$ cat config.mk
export PLATFORM = sky130hd
export DESIGN_NAME = systolic_tpu_top
export DESIGN_NICKNAME = d
export VERILOG_FILES = /design/src/rtl/tpu_pkg.sv /design/src/rtl/tpu_pe.sv /design/src/rtl/systolic_tpu_top.sv
export SDC_FILE = /design/constraint.sdc
export NUM_CORES = 2
export LEC_CHECK = 0
export BUFFER_PORTS_ARGS = -buffer_cell sky130_fd_sc_hd__buf_2
export CORE_MARGIN = 2
export CORE_UTILIZATION = 40
export DETAILED_ROUTE_END_ITERATION = 12
export HOLD_SLACK_MARGIN = 0.03
export PLACE_DENSITY = 0.58
export SLEW_MARGIN = 20
export SYNTH_ARGS = -nofsm -noshare
export SYNTH_HDL_FRONTEND = slang
export SYNTH_SLANG_ARGS = --single-unit
$ cat constraint.sdc
create_clock -name clock -period 9.7 [get_ports clock]
set_input_delay 0.97 -clock clock [delete_from_list [all_inputs] [get_ports clock]]
set_output_delay 0.97 -clock clock [all_outputs]
set_load 0.01 [all_outputs]
$ cat src/rtl/tpu_pkg.sv
// Shared defaults, FSM state encoding and operand-generation functions for the
// systolic TPU demo.
package tpu_pkg;

  localparam int N_DEF  = 4;
  localparam int DW_DEF = 8;
  localparam int AW_DEF = 32;

  typedef enum logic [1:0] {
    IDLE = 2'd0,
    RUN  = 2'd1,
    DONE = 2'd2
  } tpu_state_e;

  // Fixed operand contents; callers truncate the result to their operand width.
  function automatic int a_init(input int i, input int k, input int n = N_DEF);
    return n * i + k + 1;
  endfunction

  function automatic int b_init(input int k, input int j);
    return k + j;
  endfunction

endpackage

$ cat src/rtl/tpu_pe.sv
// One output-stationary processing element: multiply-accumulate plus
// registered pass-through of both operands to the neighbouring PEs.
module tpu_pe
  import tpu_pkg::*;
#(
  parameter int DW = DW_DEF,
  parameter int AW = AW_DEF
) (
  input  logic          clock,
  input  logic          reset,
  input  logic          en,
  input  logic [DW-1:0] a_in,
  input  logic [DW-1:0] b_in,
  output logic [DW-1:0] a_out,
  output logic [DW-1:0] b_out,
  output logic [AW-1:0] acc
);

  logic signed [2*DW-1:0] prod_s;
  logic signed [AW-1:0]   prod_ext_s;

  assign prod_s     = $signed(a_in) * $signed(b_in);
  // Size cast of a signed value sign-extends the full-width product.
  assign prod_ext_s = AW'(prod_s);

  // Operand pipeline and accumulator; accumulation wraps modulo 2^AW.
  always_ff @(posedge clock or negedge reset) begin
    if (!reset) begin
      a_out <= '0;
      b_out <= '0;
      acc   <= '0;
    end else begin
      a_out <= a_in;
      b_out <= b_in;
      if (en) begin
        acc <= acc + prod_ext_s;
      end else begin
        acc <= acc;
      end
    end
  end

endmodule

$ cat src/rtl/systolic_tpu_top.sv
// NxN output-stationary systolic matrix multiply C = A x B with skewed edge feed.
// Optional macro TPU_CYCLE_COUNT_EN adds a 16-bit RUN-cycle counter output.
module systolic_tpu_top
  import tpu_pkg::*;
#(
  parameter int N  = N_DEF,
  parameter int DW = DW_DEF,
  parameter int AW = AW_DEF
) (
  input  logic                 clock,
  input  logic                 reset,
  output logic                 done,
  input  logic [$clog2(N)-1:0] rd_row,
  input  logic [$clog2(N)-1:0] rd_col,
`ifdef TPU_CYCLE_COUNT_EN
  output logic [15:0]          cycle_count,
`endif
  output logic [AW-1:0]        rd_data
);

  localparam int TW = $clog2(3 * N);
  localparam logic [TW-1:0] T_LAST = TW'(3 * N - 3);

  tpu_state_e    state_r;
  logic [TW-1:0] t_r;
  logic          done_r;
  logic          run_s;

  logic [DW-1:0] a_edge_s [N];
  logic [DW-1:0] b_edge_s [N];
  logic [DW-1:0] a_h_s [N][N+1];
  logic [DW-1:0] b_v_s [N+1][N];
  logic [AW-1:0] acc_s [N][N];

  assign run_s = (state_r == RUN);
  assign done  = done_r;

  // Run sequencer: one IDLE edge, then 3N-2 RUN steps, then DONE until reset.
  always_ff @(posedge clock or negedge reset) begin
    if (!reset) begin
      state_r <= IDLE;
      t_r     <= '0;
      done_r  <= 1'b0;
    end else begin
      case (state_r)
        IDLE: begin
          state_r <= RUN;
          t_r     <= '0;
          done_r  <= 1'b0;
        end
        RUN: begin
          t_r <= t_r + 1'b1;
          if (t_r == T_LAST) begin
            state_r <= DONE;
            done_r  <= 1'b1;
          end else begin
            state_r <= RUN;
            done_r  <= 1'b0;
          end
        end
        DONE: begin
          state_r <= DONE;
          t_r     <= t_r;
          done_r  <= 1'b1;
        end
        default: begin
          state_r <= IDLE;
          t_r     <= '0;
          done_r  <= 1'b0;
        end
      endcase
    end
  end

  for (genvar gi = 0; gi < N; gi++) begin : g_feed
    // Skewed feed: row gi / column gi lag the array corner by gi steps.
    always_comb begin
      a_edge_s[gi] = '0;
      b_edge_s[gi] = '0;
      if (run_s && (int'(t_r) >= gi) && (int'(t_r) - gi < N)) begin
        a_edge_s[gi] = DW'(a_init(gi, int'(t_r) - gi, N));
        b_edge_s[gi] = DW'(b_init(int'(t_r) - gi, gi));
      end else begin
        a_edge_s[gi] = '0;
        b_edge_s[gi] = '0;
      end
    end

    assign a_h_s[gi][0] = a_edge_s[gi];
    assign b_v_s[0][gi] = b_edge_s[gi];
  end

  for (genvar gi = 0; gi < N; gi++) begin : g_row
    for (genvar gj = 0; gj < N; gj++) begin : g_col
      tpu_pe #(
        .DW(DW),
        .AW(AW)
      ) u_pe (
        .clock (clock),
        .reset (reset),
        .en    (run_s),
        .a_in  (a_h_s[gi][gj]),
        .b_in  (b_v_s[gi][gj]),
        .a_out (a_h_s[gi][gj+1]),
        .b_out (b_v_s[gi+1][gj]),
        .acc   (acc_s[gi][gj])
      );
    end
  end

  // Result read mux straight off the accumulators; shows partial sums mid-run.
  always_comb begin
    rd_data = '0;
    if ((int'(rd_row) < N) && (int'(rd_col) < N)) begin
      rd_data = acc_s[rd_row][rd_col];
    end else begin
      rd_data = '0;
    end
  end

`ifdef TPU_CYCLE_COUNT_EN
  logic [15:0] cycle_cnt_r;

  // Counts RUN edges only, so it freezes at 3N-2 once DONE is reached.
  always_ff @(posedge clock or negedge reset) begin
    if (!reset) begin
      cycle_cnt_r <= 16'd0;
    end else if (run_s) begin
      cycle_cnt_r <= cycle_cnt_r + 16'd1;
    end else begin
      cycle_cnt_r <= cycle_cnt_r;
    end
  end

  assign cycle_count = cycle_cnt_r;
`endif

endmodule

==> results.toml <==
[outcome]
status = "complete, no violations"

[worst_setup_path]
startpoint_type = "register"
slowest_delay_ns = 0.51
crit_path_top_delay_cell = "o211ai_1"
arrival_ns = 9.59
worst_path_most_repeated_cell = "ha_1"
end_kind = "register"
cp_max_fo = 22
worst-r2r-cell-count = 34
crit_type = "register to register"
required_ns = 10.29

[clocking]
clock-sinks = 663
path_clk_slew_ns = 0.06
clock_latency_ns = 0.72
numCtsBuffers = 84
htree_levels = 3
cts_resized = 0
cts_buffer_depth = 3
root_buffer = "clkbuf_16"
cts_tree = "built"
cts_hold_buffers = 0
post_cts_buffers = 0

[layout]
multi_input_area_mm2 = 0.0565
layout-drive-gt1-share_pct = 10.1
area_growth_pct = 8.19
fin_cells = 10600
fillerInstances = 18400
post-route-cell-area_mm2 = 0.0837
final_nets = 9515
ff_latch_area_mm2 = 0.0166

[hold_path]
hold_class = "input port to asynchronous set/reset pin"

[job]
max-cap-violations = 0

[logic_synthesis]
synthDominantCellAreaShare_pct = 21.4
synth_enable_flop_cells = 0
yosys.area.top_type = "dfrtp_1"
synthTopCellsByArea = "dfrtp_1 21%, fa_1 16%, ha_1 15%"
synth-seq-cells = 663
avgSynthCellArea_um2 = 9.74
synth.distinct_cells = 92
ys_seq_area_share_pct = 21.4
yosys_most_used_dff = "dfrtp_1"
yosys_warnings = 0
netlist_instances = 7943
synthArstFlopShare_pct = 100
syn_area_mm2 = 0.0774

[global_routing]
grtUsageTotal_pct = 21.4
grt_pass1_vias = 58500
gr-total-overflow = 0
grt_max_degree = 155
grt_pass1_wl_um = 331000
antenna_found_initial = 31

[drt]
wl_per_cell_um = 20.0
ant_nets = 0
first_pass_iters = 7
vias = 57900
drc = 0
drt_iter0_drc = 3511
wl_um = 212000
post_drt_via_cell_ratio = 5.46

[timing]
tns_ns = 0
period_share_pct = 92.8
final_hold_viol_count = 0
setup_viol_count_final = 0
drv_slew = 0
fin_hold_ws_ns = 0.240
fmaxAchievable_mhz = 111
clock_skew_ns = 0.0405
rsz0062_at_grt = "no"
finalCriticalPeriod_ns = 9.00
max_slew_margin_pct = 15.2
worst_pin_slew_ns = 1.24

[place]
dpl_cell_area_mm2 = 0.0808
hpwl_um = 171000
io_buffers = 38
dp_cells = 10400
place_congestion = 0.959

[power_and_ir_drop]
p_per_area_mw_per_mm2 = 110
peakVddDrop_v = 0.000134
leakage_nw = 41.8

[floorplanning]
core_mm2 = 0.192
chipWidth_um = 444
die_area_mm2 = 0.197
io_pins = 39
die_y_um = 444
num_rows = 161
initial_utilization_pct = 40.2
==> worst paths after layout <==
kind,from,end,slack [ns]
setup / recovery,t_r[1],g_row[0].g_col[2].u_pe.acc[31],0.70
hold / removal,reset,g_row[1].g_col[3].u_pe.acc[2],0.24
setup reg to reg,t_r[1],g_row[0].g_col[2].u_pe.acc[31],0.70
hold reg to reg,g_row[0].g_col[0].u_pe.acc[31],g_row[0].g_col[0].u_pe.acc[31],0.47
max in group asynchronous,reset,g_row[0].g_col[0].u_pe.acc[14],7.18
min in group clock,g_row[0].g_col[0].u_pe.acc[31],g_row[0].g_col[0].u_pe.acc[31],0.47
==> power by group <==
group	leakage, nW	total (W)	internal (W)	switching (W)
Combinational	31.7	0.00251	0.00114	0.00137
Clock	1.41	0.00332	0.00195	0.00136
Sequential	8.68	0.00340	0.00306	0.000342
Total	41.8	0.00922	0.00615	0.00307
==> flip-flops by register name, indices dropped and copies added, names as in the netlist <==
name and count:
g_row.g_col.u_pe.a_out 85, g_row.g_col.u_pe.acc 512, t_r 4, g_row.g_col.u_pe.b_out 59
done 1, state_r 2
==> worst max-delay path: cells and delay by family (launching register included) <==
kind,cells,cell delay [ns]
and+or+nand+nor,7,1.48
buffers and inverters,5,0.72
xor gates and xnor gates,2,0.28
adders and majority gates,8,3.09
AOI/OAI and AO/OA,12,2.96
DFF,1,0.32
==> stage by stage <==
step	worst slack (ns)	util [%]	power, W
global placement	0.826	42.0	0.00582
CTS	0.589	43.5	0.00925
floorplan	0.766	-	0.00516
finish	0.696	43.5	0.00922
global route	0.00228	43.5	0.00969
detailed placement	0.630	42.0	0.00588
==> layout by cell type (no fill, tap or decap), drive strengths merged, types with 117 or more instances in the layout <==
master	n
inv	1042
mux2	351
xnor2	476
dfrtp	663
mux4	160
and2	437
nand2	414
xor2	166
ha	902
nor2	385
fa	609
o21ai	245
o21bai	117
a21o	248
a21oi	545
==> metal layers <==
metal | vias to the layer above | track usage, % | share of wire (%)
met1 | 29000 | 29.5 | 45
met2 | 1121 | 34.7 | 46
met3 | 297 | 2.42 | 4.4
li1 | 27400 | - | -
met4 | 6 | 8.03 | 4.1
met5 | - | 0 | 0.019
==> cell usage after synthesis, drive strengths merged (12+ instances only) <==
cell type and count:
dfrtp 663, nor3 97, o21bai 117, a211oi 50
a21o 248, xor2 166, o21a 63, nand4 36
nor2 385, a31o 20, fa 609, mux2 351
or2 18, and2 437, and3 84, or3 27
xnor2 476, mux4 160, nand2 414, o31ai 34
clkbuf 120, o211ai 45, a21oi 545, o21ai 245
nand2b 112, ha 902, nor2b 54, nand3 103
buf 33, a211o 19, a31oi 44, nor4 12
a21boi 12, inv 1039
==> kinds of logic after synthesis <==
kind of cell,after synthesis,synth area share [%]
AOI/OAI and AO/OA,1576,13.2
other,2,0.00971
DFF,663,21.4
adders and majority gates,1511,30.3
and+or+nand+nor,1834,12.1
buffers and inverters,1193,5.79
xor gates and xnor gates,642,7.27
muxes,522,9.91
==> layout make-up <==
cell class / count / share of cell area (%)
diodes: 4 / 0.0120
clock buffers: 116 / 2.92
clock inverters: 34 / 0.484
inverters: 1040 / 4.67
multi-input cells: 6121 / 67.6
flip-flops and latches: 663 / 19.8
well taps: 2526 / 3.78
repair buffers: 88 / 0.767
Power figures use the tool's default switching activity.
